==> src/rtl/multicycle_control.sv <==
// Main control FSM for the multi-cycle RV32I core: sequences ALU, register file,
// memory port and PC, and counts retired instructions.
module multicycle_control #(
  parameter int RETIRE_W = 32
) (
  input  logic                clk,
  input  logic                reset,
  input  logic [6:0]          op,
  input  logic [2:0]          funct3,
  input  logic                funct7b5,
  input  logic                Zero,
  output logic [1:0]          ImmSrc,
  output logic [1:0]          ALUSrcA,
  output logic [1:0]          ALUSrcB,
  output logic [2:0]          ALUControl,
  output logic [1:0]          ResultSrc,
  output logic                AdrSrc,
  output logic                IRWrite,
  output logic                PCWrite,
  output logic                RegWrite,
  output logic                MemWrite,
  output logic [RETIRE_W-1:0] instret,
  output logic [3:0]          state_o
);

  typedef enum logic [3:0] {
    S_FETCH    = 4'd0,
    S_DECODE   = 4'd1,
    S_MEMADR   = 4'd2,
    S_MEMREAD  = 4'd3,
    S_MEMWB    = 4'd4,
    S_MEMWRITE = 4'd5,
    S_EXECUTER = 4'd6,
    S_EXECUTEI = 4'd7,
    S_ALUWB    = 4'd8,
    S_BEQ      = 4'd9,
    S_JAL      = 4'd10
  } state_t;

  state_t                state_q, state_d;
  logic [RETIRE_W-1:0]   instret_q, instret_d;
  logic [1:0]            alu_op;
  logic                  pc_update;
  logic                  branch;
  logic                  ir_write;
  logic                  reg_write;
  logic                  mem_write;
  logic                  retire;

  always_ff @(posedge clk or posedge reset) begin
    if (reset) begin
      state_q   <= S_FETCH;
      instret_q <= '0;
    end else begin
      state_q   <= state_d;
      instret_q <= instret_d;
    end
  end

  // Unused encodings 11-15 fall through the default and recover to FETCH.
  always_comb begin
    state_d = S_FETCH;
    case (state_q)
      S_FETCH:  state_d = S_DECODE;
      S_DECODE: begin
        case (op)
          7'b0000011, 7'b0100011: state_d = S_MEMADR;
          7'b0110011:             state_d = S_EXECUTER;
          7'b0010011:             state_d = S_EXECUTEI;
          7'b1100011:             state_d = S_BEQ;
          7'b1101111:             state_d = S_JAL;
          default:                state_d = S_FETCH;
        endcase
      end
      S_MEMADR:   state_d = (op == 7'b0000011) ? S_MEMREAD : S_MEMWRITE;
      S_MEMREAD:  state_d = S_MEMWB;
      S_MEMWB:    state_d = S_FETCH;
      S_MEMWRITE: state_d = S_FETCH;
      S_EXECUTER: state_d = S_ALUWB;
      S_EXECUTEI: state_d = S_ALUWB;
      S_ALUWB:    state_d = S_FETCH;
      S_BEQ:      state_d = S_FETCH;
      S_JAL:      state_d = S_ALUWB;
      default:    state_d = S_FETCH;
    endcase
  end

  always_comb begin
    ALUSrcA   = 2'b00;
    ALUSrcB   = 2'b00;
    ResultSrc = 2'b00;
    AdrSrc    = 1'b0;
    alu_op    = 2'b00;
    pc_update = 1'b0;
    branch    = 1'b0;
    ir_write  = 1'b0;
    reg_write = 1'b0;
    mem_write = 1'b0;
    case (state_q)
      S_FETCH: begin
        ir_write  = 1'b1;
        ALUSrcB   = 2'b10;
        ResultSrc = 2'b10;
        pc_update = 1'b1;
      end
      S_DECODE: begin
        ALUSrcA = 2'b01;
        ALUSrcB = 2'b01;
      end
      S_MEMADR: begin
        ALUSrcA = 2'b10;
        ALUSrcB = 2'b01;
      end
      S_MEMREAD: AdrSrc = 1'b1;
      S_MEMWB: begin
        ResultSrc = 2'b01;
        reg_write = 1'b1;
      end
      S_MEMWRITE: begin
        AdrSrc    = 1'b1;
        mem_write = 1'b1;
      end
      S_EXECUTER: begin
        ALUSrcA = 2'b10;
        alu_op  = 2'b10;
      end
      S_EXECUTEI: begin
        ALUSrcA = 2'b10;
        ALUSrcB = 2'b01;
        alu_op  = 2'b10;
      end
      S_ALUWB: reg_write = 1'b1;
      S_BEQ: begin
        ALUSrcA = 2'b10;
        alu_op  = 2'b01;
        branch  = 1'b1;
      end
      S_JAL: begin
        ALUSrcA   = 2'b01;
        ALUSrcB   = 2'b10;
        pc_update = 1'b1;
      end
      default: ;
    endcase
  end

  always_comb begin
    ImmSrc = 2'b00;
    case (op)
      7'b0100011: ImmSrc = 2'b01;
      7'b1100011: ImmSrc = 2'b10;
      7'b1101111: ImmSrc = 2'b11;
      default:    ImmSrc = 2'b00;
    endcase
  end

  // Only R-type (op[5]=1) may subtract on funct3=000; addi ignores Instr[30].
  always_comb begin
    ALUControl = 3'b000;
    case (alu_op)
      2'b01: ALUControl = 3'b001;
      2'b10: begin
        case (funct3)
          3'b000:  ALUControl = (op[5] & funct7b5) ? 3'b001 : 3'b000;
          3'b010:  ALUControl = 3'b101;
          3'b110:  ALUControl = 3'b011;
          3'b111:  ALUControl = 3'b010;
          default: ALUControl = 3'b000;
        endcase
      end
      default: ALUControl = 3'b000;
    endcase
  end

  always_comb begin
    retire    = (state_q == S_MEMWB) || (state_q == S_MEMWRITE) ||
                (state_q == S_ALUWB) || (state_q == S_BEQ);
    instret_d = retire ? instret_q + RETIRE_W'(1) : instret_q;
  end

  assign IRWrite  = ir_write & ~reset;
  assign PCWrite  = (pc_update | (branch & Zero)) & ~reset;
  assign RegWrite = reg_write & ~reset;
  assign MemWrite = mem_write & ~reset;
  assign instret  = instret_q;
  assign state_o  = state_q;

endmodule

==> config.mk <==
export PLATFORM = sky130hd
export DESIGN_NAME = multicycle_control
export DESIGN_NICKNAME = d
export VERILOG_FILES = /design/src/rtl/multicycle_control.sv
export SDC_FILE = /design/constraint.sdc
export NUM_CORES = 1
export LEC_CHECK = 0
export ABC_CLOCK_PERIOD_IN_PS = 1790
export CAP_MARGIN = 20
export CORE_MARGIN = 3
export CORE_UTILIZATION = 42
export CTS_CLUSTER_SIZE = 8
export DETAILED_ROUTE_END_ITERATION = 10
export PLACE_DENSITY_LB_ADDON = 0.25
export SYNTH_ARGS = -nofsm -noshare
export SYNTH_HDL_FRONTEND = slang
export SYNTH_SLANG_ARGS = --single-unit
==> constraint.sdc <==
create_clock -name clk -period 1.79 [get_ports clk]
set_input_delay 0.358 -clock clk [delete_from_list [all_inputs] [get_ports clk]]
set_output_delay 0.358 -clock clk [all_outputs]
set_load 0.01 [all_outputs]
==> run_results.csv <==
group,metric,value,unit
clock_tree,clkTransAtPathRegs,70,ps
worst_setup_path,slowest_stage,"dfrtp_1",
worst_hold_path,hold_path_class,"reg2reg",
sta,finalMaxSlewViolations,0,
yosys,synth_cell_types,39,
yosys,syn_inst,223,
clock_tree,cts_tree,"yes",
floorplanning,die_x,76.4,µm
sta,hold_viol,0,
clock_tree,root_buffer,"clkbuf_8",
grt,met2_usage,46.5,%
yosys,synthFlopType,"dfrtp_1",
routing,drc,0,
run_status,violations,"setup timing",
cells_and_area,final_core_util,86.5,%
worst_setup_path,critPathRequiredTime,1430,ps
worst_setup_path,cp-start-kind,"register",
grt,grt_antenna_before_repair,0,
routing,routedWlPerCell,20.9,µm
routing,dr_total_vias,2545,
sta,max_slew_margin,69.8,%
power,cellLeakagePower,1.98,nW
run_status,status,"finished with violations",
placed_design,dpl_cell_area,3180,µm²
yosys,yosysSeqAreaShare,43.2,%
yosys,syn_area,2080,µm²
grt,grt_first_pass_wirelength,12.4,mm
clock_tree,cts.path.max_buffers,2,
grt,use_met1,31.4,%
worst_setup_path,path_delay_family,"simple AND/OR/NAND/NOR gates",
sta,post-route-period-util,118,%
routing,ant_nets,0,
sta,tightestPinTransition,452,ps
job,cap_violations,0,
cells_and_area,syn_to_final_growth,89.5,%
clock_tree,numClockSinks,36,
yosys,ys_ff_latch,36,
placed_design,dp_hpwl,4.33,mm
yosys,async_reset_ff_share,100,%
clock_tree,numCtsBuffers,5,
worst_setup_path,path_cells,"buf_4 > nor2b_4 > and2_4 > inv_2 > ha_4 > nor3b_2 > buf_2",
placed_design,gp_congestion,0.783,
routing,first_iter_violations,269,
floorplanning,initial_core_util,45.6,%
worst_setup_path,worst-path-max-fanout,3,
floorplanning,ios,66,
yosys,yosys_warnings,0,
routing,drt_wl_total,8.93,mm
worst_setup_path,critPathCaptureType,"output pin",
placed_design,io_buffers,65,
floorplanning,core,4560,µm²
power,p_per_area,584,nW/µm²
sta,fin_skew,6.05,ps
cells_and_area,nets,379,
worst_setup_path,critPathBufInv,3,
grt,busiest_layer,"met2",
power,ir_drop,0.599,mV
cells_and_area,drive_gt1_share,47.0,%
clock_tree,clk_latency,290,ps
worst_setup_path,crit_arrival,1760,ps
routing,avgViaCountPerCell,5.96,
cells_and_area,num_antenna_cells,0,
grt,track_usage,26.1,%
sta,fmax,473,MHz
floorplanning,chipHeight,76.4,µm
worst_setup_path,crit_type,"reg2out",
worst_setup_path,max_stage_delay,420,ps
yosys,syn_nets,240,
grt,grt_util_met3,4.96,%
sta,tns,-5890,ps
sta,setup_slack,-324,ps
grt,grt_max_degree,37,
routing,first_pass_iters,6,
grt,gr-total-overflow,0,
grt,grt_pass1_vias,2414,
sta,setup_viol,38,
floorplanning,placementRows,24,
clock_tree,ctsHoldBuffers,0,
sta,rsz0062_at_grt,"yes",
sta,period_needed,2110,ps
cells_and_area,stdcell_area,3950,µm²
yosys,synth_edf_count,0,
clock_tree,htree_levels,2,
cells_and_area,fill_cells,221,
yosys,synth_area_per_cell,9.34,µm²
floorplanning,dieArea,5840,µm²
==> metal layers <==
| layer | vias up | routed length [µm] |
|---|---|---|
| met4 | 0 | 468 |
| met3 | 53 | 637 |
| met2 | 175 | 4420 |
| li1 | 1051 | - |
| met1 | 1266 | 3410 |
| met5 | - | 0 |
==> stage by stage <==
stage / cells / setup slack, ps / total power, W / hold WS, ps
after floorplan: 223 / -37.8 / 0.00118 / 507
after global placement: 392 / -482 / 0.00160 / 458
after detailed placement: 392 / -529 / 0.00162 / 466
after CTS: 418 / -194 / 0.00216 / 475
after global routing: 427 / -347 / 0.00240 / 495
final: 427 / -324 / 0.00230 / 472
==> cell families after synthesis <==
group	after synthesis	synth area share (%)
fa+ha+maj	3	1.80
mux	1	0.541
flops	36	43.2
compound gates	16	4.74
xor+xnor	34	14.7
simple gates	112	30.6
buf+inv	21	4.38
==> cell usage in the layout (no fill, tap or decap), drive strengths merged, types with 2 or more instances in the layout <==
cell / netlist / routed
buf: 4 / 91
clkdlybuf4s50: 0 / 38
dfrtp: 36 / 36
nand2: 23 / 23
xor2: 17 / 17
xnor2: 17 / 17
nor4: 16 / 16
nor3: 16 / 16
nor2: 15 / 15
inv: 12 / 12
nand4: 9 / 9
nand3: 7 / 7
dlygate4sd2: 0 / 7
clkbuf: 5 / 6
a21oi: 6 / 6
or4: 4 / 4
dlymetal6s2s: 0 / 4
or2: 4 / 4
nand3b: 3 / 3
and2: 3 / 3
nand2b: 3 / 3
o21ai: 3 / 3
ha: 3 / 3
nand4b: 2 / 2
nor3b: 2 / 2
nor2b: 2 / 2
a21o: 2 / 2
==> path summary, 6_finish.rpt <==
check / end / start / depth (start not counted) / slack [ps]
worst max-delay path: ALUControl[1] / state_o[3] / 7 / -320
worst min-delay path: instret[31] / instret[31] / 1 / 470
worst max register to register: instret[24] / state_o[3] / 8 / -260
worst min register to register: instret[31] / instret[31] / 1 / 470
max in group asynchronous: state_o[0] / reset / 4 / 720
min in group asynchronous: instret[28] / reset / 4 / 850
==> final cells by class <==
cell class | count | area, µm² | share of cell area, %
Multi-Input combinational cell | 166 | 1580 | 40.1
Timing Repair Buffer | 141 | 1260 | 31.9
Sequential cell | 36 | 905 | 22.9
Tap cell | 65 | 81.3 | 2.06
Clock buffer | 6 | 72.6 | 1.84
Inverter | 12 | 45.0 | 1.14
Clock inverter | 1 | 5.00 | 0.127
==> repair_timing <==
action                                  in CTS  in global routing
pin swaps                                   26                 20
buffers inserted                            17                 11
endpoints found under the setup margin      36                 46
endpoints found under the hold margin        0                  0
resized for setup                          143                 47
cloned                                       2                  0
==> state kept, by name (all words and copies together), names as in the netlist <==
| signal | cells |
|---|---|
| instret | 32 |
| state_o | 4 |
==> report_power, final <==
part | internal (W) | switching, W | total [W]
Combinational | 0.000425 | 0.000424 | 0.000848
Clock | 0.000265 | 0.000284 | 0.000549
Sequential | 0.000857 | 0.0000502 | 0.000907
==> synth_stat cells (all sizes together) (2+ instances only) <==
master   n  area [µm²]
inv     12        45.0
nor3    16        80.1
nand3    7        35.0
nand4b   2        17.5
dfrtp   36         901
o21ai    3        15.0
a21o     2        15.0
nor4    16         140
nor2    15        56.3
xnor2   17         156
or4      4        30.0
or2      4        25.0
ha       3        37.5
nand2b   3        18.8
nor3b    2        15.0
nand2   23        86.3
clkbuf   5        18.8
buf      4        27.5
nand3b   3        22.5
nand4    9        56.3
and2     3        18.8
a21oi    6        30.0
xor2    17         149
nor2b    2        12.5
Note: power is estimated with default switching activity, not from simulation.
